File: src/rtl/hp_sprite_blitter.sv
// hp_sprite_blitter: raster-scans a sprite ROM and writes its opaque, on-screen pixels to a framebuffer.
module hp_sprite_blitter #(
  parameter int SPR_W  = 12,
  parameter int SPR_H  = 16,
  parameter int FB_W   = 320,
  parameter int FB_H   = 240,
  parameter int TRANSP = 0
) (
  input  logic        vga_clk,
  input  logic        reset_n,
  input  logic        start,
  input  logic [9:0]  pos_x,
  input  logic [9:0]  pos_y,
  input  logic        flip_h,
  output logic        busy,
  output logic        done,
  output logic [7:0]  rom_address,
  input  logic [1:0]  rom_q,
  output logic        fb_we,
  output logic [16:0] fb_addr,
  output logic [1:0]  fb_data
);
  localparam int CW = $clog2(SPR_W);
  localparam int RW = $clog2(SPR_H);
  typedef enum logic [1:0] {IDLE, RUN, DRAIN, DONE} state_t;
  state_t state_q, state_d;
  logic [CW-1:0] col_q, col_d, rcol;
  logic [RW-1:0] row_q, row_d;
  logic [9:0] px_q, px_d, py_q, py_d;
  logic flip_q, flip_d, drain_q, drain_d, last_col, last_row;
  logic v1_q, v1_d, we_q, we_d;
  logic [10:0] sx1_q, sx1_d, sy1_q, sy1_d;
  logic [16:0] addr_q, addr_d;
  logic [1:0] data_q, data_d;
  always_ff @(posedge vga_clk) begin
    if (!reset_n) begin
      state_q <= IDLE;
      col_q   <= '0;
      row_q   <= '0;
      px_q    <= '0;
      py_q    <= '0;
      flip_q  <= 1'b0;
      drain_q <= 1'b0;
      v1_q    <= 1'b0;
      sx1_q   <= '0;
      sy1_q   <= '0;
      we_q    <= 1'b0;
      addr_q  <= '0;
      data_q  <= '0;
    end else begin
      state_q <= state_d;
      col_q   <= col_d;
      row_q   <= row_d;
      px_q    <= px_d;
      py_q    <= py_d;
      flip_q  <= flip_d;
      drain_q <= drain_d;
      v1_q    <= v1_d;
      sx1_q   <= sx1_d;
      sy1_q   <= sy1_d;
      we_q    <= we_d;
      addr_q  <= addr_d;
      data_q  <= data_d;
    end
  end
  always_comb begin
    state_d  = state_q;
    col_d    = col_q;
    row_d    = row_q;
    px_d     = px_q;
    py_d     = py_q;
    flip_d   = flip_q;
    drain_d  = drain_q;
    last_col = col_q == CW'(SPR_W - 1);
    last_row = row_q == RW'(SPR_H - 1);
    case (state_q)
      IDLE: if (start) begin
        state_d = RUN;
        px_d    = pos_x;
        py_d    = pos_y;
        flip_d  = flip_h;
        col_d   = '0;
        row_d   = '0;
      end
      RUN: begin
        col_d   = last_col ? '0 : col_q + 1'b1;
        row_d   = last_col ? (last_row ? '0 : row_q + 1'b1) : row_q;
        drain_d = 1'b0;
        state_d = (last_col && last_row) ? DRAIN : RUN;
      end
      DRAIN: begin
        drain_d = 1'b1;
        state_d = drain_q ? DONE : DRAIN;
      end
      DONE: state_d = IDLE;
    endcase
    // stage 1 travels with the ROM read; stage 2 sees rom_q and decides the write
    rcol   = flip_q ? CW'(SPR_W - 1) - col_q : col_q;
    v1_d   = state_q == RUN;
    sx1_d  = 11'(px_q) + 11'(col_q);
    sy1_d  = 11'(py_q) + 11'(row_q);
    we_d   = v1_q && rom_q != 2'(TRANSP) && sx1_q < 11'(FB_W) && sy1_q < 11'(FB_H);
    addr_d = we_d ? 17'(sy1_q) * 17'(FB_W) + 17'(sx1_q) : addr_q;
    data_d = we_d ? rom_q : data_q;
  end
  assign rom_address = state_q == RUN ? 8'(row_q) * 8'(SPR_W) + 8'(rcol) : 8'd0;
  assign busy        = state_q == RUN || state_q == DRAIN;
  assign done        = state_q == DONE;
  assign fb_we       = we_q;
  assign fb_addr     = addr_q;
  assign fb_data     = data_q;
endmodule

File: config.mk
export PLATFORM = sky130hd
export DESIGN_NAME = hp_sprite_blitter
export DESIGN_NICKNAME = d
export VERILOG_FILES = /design/src/rtl/hp_sprite_blitter.sv
export SDC_FILE = /design/constraint.sdc
export NUM_CORES = 1
export LEC_CHECK = 0
export CORE_MARGIN = 4
export CORE_UTILIZATION = 59
export CTS_BUF_LIST = sky130_fd_sc_hd__clkbuf_16
export DETAILED_ROUTE_END_ITERATION = 8
export PLACE_DENSITY = 0.85
export SETUP_SLACK_MARGIN = 0.5
export SYNTH_ARGS = -nofsm -noshare
export SYNTH_HDL_FRONTEND = slang
export SYNTH_SLANG_ARGS = --single-unit
File: constraint.sdc
create_clock -name vga_clk -period 7.3 [get_ports vga_clk]
set_clock_uncertainty 0.15 [all_clocks]
set_input_delay 1.095 -clock vga_clk [delete_from_list [all_inputs] [get_ports vga_clk]]
set_output_delay 1.095 -clock vga_clk [all_outputs]
set_load 0.05 [all_outputs]
Word level (Yosys, flattened, before mapping)
Cells that the tools add are included.
{ "word_totals": {"register_bits": 75, "input_bits": 26, "word_cells": 56} }
{ "classes": {"n_addsub": 7, "n_mul": 2, "n_lt_le_gt_ge": 2, "n_eq_ne": 7, "mux": 13, "n_reduce_logical": 12} }
{ "op_table": {"columns": ["op", "count"], "rows": [
  ["adder 10 x 4 -> 11 bit", 2],
  ["two-way mux 4 bit", 5],
  ["adder 17 x 11 -> 17 bit", 1],
  ["case mux 4 bit (2 select lines)", 2],
  ["< comparator 11 x 8 -> 1 bit (second input constant)", 1],
  ["< comparator 11 x 9 -> 1 bit (second input constant)", 1],
  ["multiplier 11 x 3 -> 11 bit (second input constant)", 1],
  ["adder 4 x 1 -> 4 bit (second input constant)", 2],
  ["adder 8 x 4 -> 8 bit", 1],
  ["equality test 4 bit (second input constant)", 2],
  ["two-way mux 8 bit", 1],
  ["case mux 2 bit (4 select lines)", 1],
  ["multiplier 4 x 2 -> 6 bit (second input constant)", 1],
  ["nonzero test 2 bit", 3],
  ["equality test 2 bit (second input constant)", 2],
  ["logical AND 1 bit", 4],
  ["two-way mux 2 bit", 2],
  ["inequality test 2 bit (second input constant)", 2],
  ["AND reduction 2 bit", 2],
  ["subtractor 4 bit (first input constant)", 1],
  ["AND reduction 3 bit", 1],
  ["equality test 2 x 1 -> 1 bit (second input constant)", 1],
  ["logical NOT 2 bit", 1],
  ["case mux 1 bit (2 select lines)", 1],
  ["2 further kinds", 2]
]} }

Longest topological paths before layout
{ "logic_depth": {"depth_word": 4, "ltp_mapped": 11} }

Worst setup path before layout
Ideal clock, no wire load.
{ "synth_path": {"path_kind": "reg-to-output", "from": "register col_q[2]", "to": "output rom_address[7]", "arrival_ns": 2.159, "slack_ns": 3.896, "path_stages_with_launch": 9, "path_buffers": 0, "cell_sequence": "dfxtp_1 > inv_1 > ha_1 > mux2_2 > ha_1 > a21o_1 > nand2_1 > nor4b_1 > o31a_1"} }
{ "synth_via": {"elab_chain_len": 4} }
{ "synth_lines": {"columns": ["item", "line_no", "source"], "rows": [
  ["start: declaration", "27", "logic [CW-1:0] col_q, col_d, rcol;"],
  ["start signal: assignment", "52", "col_q <= col_d;"],
  ["subtractor 4 bit", "98", "rcol = flip_q ? CW'(SPR_W - 1) - col_q : col_q;"],
  ["two-way mux 4 bit *", "98", null],
  ["adder 8 x 4 -> 8 bit *", "106", "assign rom_address = state_q == RUN ? 8'(row_q) * 8'(SPR_W) + 8'(rcol) : 8'd0;"],
  ["two-way mux 8 bit *", "106", null],
  ["end: declaration", "17", "output logic [7:0] rom_address,"]
]} }
Every way passes the cells marked *; elsewhere a longest branch is shown, timed or not.

Final worst setup path
Ends and elaborated chain as after synthesis.

==> key figures <==
Critical path
  – CP max FO: 5
  – RR Endpoint: fb_addr[16]$_SDFFE_PN0P_
  – CP arrival: ~3.2 ns
  – R2R Setup Slk: about 4.2 ns
  – Required @ worst endpoint: approximately 6.1 ns
  – CP startpoint kind: register
  – CP Capture Point: rom_address[7]
  – R2R Path Start: sy1_q[1]$_SDFF_PN0_
  – Setup CP Type: register to primary output
  – CP Launch Point: col_q[2]$_SDFFE_PN0P_
  – Crit path capture type: primary output
  – R2R cell count: 11

Global route
  – First-pass GRT wire length: ~15000 um
  – Vias in the first global route: 3401
  – Initial antenna violation count: 0
  – Pin count of the biggest net entering global routing: roughly 70
  – Total gr overflow: 0
  – GRT Total Usage: between 20% and 30%

Timing
  – Worst hold slack: 0.311 ns
  – FMAX: ~230 MHz
  – RSZ-0062 raised after global routing: false
  – Hold Fails Final Rpt: 0
  – Fin worst setup slack: roughly 2.9 ns
  – Final setup fails: 0
  – Relative slew slack: about 26%
  – Tmin final: roughly 4.4 ns
  – Worst-Margin Slew: between 1 and 1.5 ns
  – Period utilization: between 60% and 70%
  – Max-slew violation count: 0
  – Setup TNS: 0 ns

Clock tree
  – CTS max path bufs: 2
  – Resized cells post-CTS: 0
  – CTS tree: done
  – Clock Latency Late Sink: 0.33 ns
  – TritonCTS buffer count: 9
  – Clock tree sinks: 75
  – CTS Hold Bufs: 0
  – H-tree levels: 3
  – Clk slew on worst S/H paths: 0.06 ns
  – Root Buffer Master: clkbuf_16
  – Post-CTS Setup Bufs: 0

Cells and area
  – Layout cells sized above 1: under 10%
  – Nets: between 500 and 600
  – Commonest non-fill, non-tap cell in the layout: dfxtp_1
  – Post-layout util: around 73%
  – Diode count: 0
  – Area Growth Syn to Fin: 21.4%
  – Most frequent cells in the layout: 75 x dfxtp_1, 60 x nand2_1, 55 x clkdlybuf4s50_1, 47 x a21oi_1, 47 x nor2_1

Drt
  – Iter 0 DRT Violations: ~110
  – DRC viols: 0
  – Vias/cell: around 5.5
  – WL/cell: between 10 and 15 um
  – DRT antenna net count: 0
  – Routed via count: 3389
  – DR pass1 iterations: 4
  – Routed wire length: roughly 8600 um

Synthesis
  – Synth warn: 0
  – Number of synthesized register bits: between 70 and 80
  – Syn Area/Cell: between 8 and 9 um^2
  – Synthesized area: a little over 4000 um^2
  – Post-Syn Nets: ~550
  – Seq/Total Area, Yosys: 36.7%
  – Ys async rst share: 0%
  – Cells after Synth: between 400 and 500
  – Post-synth top flop: dfxtp_1
  – Count of flip-flops with a built-in enable after synthesis: 0
  – Synth cell types: 46

Run
  – Max_cap viols: 0

Power and ir drop
  – Static leakage: around 2.1 nW
  – Max rail drop VDD: ~0.13 mV
  – Pwr/cell area: approximately 200 nW/um^2

Floorplan
  – Initial core utilization: 60.5%
  – Die H: 91.2 um
  – Die Span X: 91.2 um
  – Io pins: 56
  – Row count: 30
  – Core area: a little under 7000 um^2
  – Die area: ~8300 um^2

Placement
  – Placer Congestion: around 0.88
  – Dpl hpwl: between 6000 and 7000 um
  – Post-Place Worst Slack: 3.26 ns
  – IO Port Bufs: 55

Min path
  – Hold Path Class: register to register

Run status
  – Status: finished clean
state kept, by name (all words and copies together), names as in the netlist, 2 cells and up, named ones only:
register	cells
fb_addr	17
sx1_q	11
col_q	4
py_q	10
row_q	4
sy1_q	11
fb_data	2
px_q	10
power by group:
part           switching, mW  internal [mW]
clock network          0.175          0.232
logic                 0.0844         0.0583
registers             0.0152          0.428
cell families (layout without fill, tap and decap cells):
| logic type | after synthesis | after routing | synth area share [%] |
|---|---|---|---|
| mux | 15 | 15 | 3.73 |
| fa+ha+maj | 47 | 47 | 15.5 |
| flops | 75 | 75 | 36.7 |
| compound gates | 97 | 97 | 14.0 |
| xor+xnor | 31 | 31 | 6.98 |
| buf+inv | 39 | 96 | 3.61 |
| simple gates | 170 | 170 | 19.5 |
cell usage after synthesis, drive strengths merged, types with 7 or more instances:
cell type	instances	area share (%)
nor2b	10	1.5
xnor2	16	3.4
xor2	14	3.0
nor3	8	0.98
clkbuf	12	1.1
nand2	60	5.5
and2	11	1.7
o21ai	27	3.4
dfxtp	75	37
a21oi	48	6.2
mux2i	13	3.2
a21o	7	1.3
nor2	48	4.5
inv	24	2.2
ha	41	13
how the worst min path moves through the flow:
stage,start,to,slack [ns],cells past startpoint
6_report,px_q[0]$_SDFFE_PN0P_,px_q[0]$_SDFFE_PN0P_,0.31,2
5_1_grt,px_q[0]$_SDFFE_PN0P_,px_q[0]$_SDFFE_PN0P_,0.33,2
4_1_cts,px_q[0]$_SDFFE_PN0P_,px_q[0]$_SDFFE_PN0P_,0.31,2
3_5_place_dp,px_q[0]$_SDFFE_PN0P_,px_q[0]$_SDFFE_PN0P_,0.30,2
3_3_place_gp,sx1_q[3]$_SDFF_PN0_,fb_addr[3]$_SDFFE_PN0P_,0.30,2
2_1_floorplan,py_q[9]$_SDFFE_PN0P_,sy1_q[10]$_SDFF_PN0_,0.28,2
layer usage:
metal / GRT usage [%] / part of all wire (%)
met1: 27.2 / 44
met2: 38.4 / 49
met3: 5.97 / 4.7
met4: 7.29 / 1.8
met5: 0 / 0
worst max-delay path, stage by stage (launching register included):
cell and delay (ns):
dfxtp_1 0.41, inv_1 0.09, ha_1 0.29, mux2_2 0.30
ha_1 0.28, a21o_1 0.12, nand2_1 0.09, nor4b_1 0.26
o31a_1 0.17, clkdlybuf4s50_1 0.80
stage by stage:
| stage | power [mW] | instance area, um^2 | instances |
|---|---|---|---|
| after global placement | 0.590 | 4690 | 595 |
| after global routing | 1.04 | 4960 | 611 |
| after CTS | 0.999 | 4960 | 611 |
| after floorplan | 0.547 | 4090 | 474 |
| final | 0.993 | 4960 | 611 |
| after detailed placement | 0.594 | 4690 | 595 |
final cells by class:
| class | instances | area, um^2 |
|---|---|---|
| clock buffers | 9 | 225 |
| repair buffers | 56 | 558 |
| fillers | 512 | 1790 |
| flip-flops and latches | 75 | 1500 |
| well taps | 80 | 100 |
| multi-input cells | 360 | 2440 |
| inverters | 24 | 90.1 |
| clock inverters | 7 | 48.8 |
Note: power is estimated with default switching activity, not from simulation.
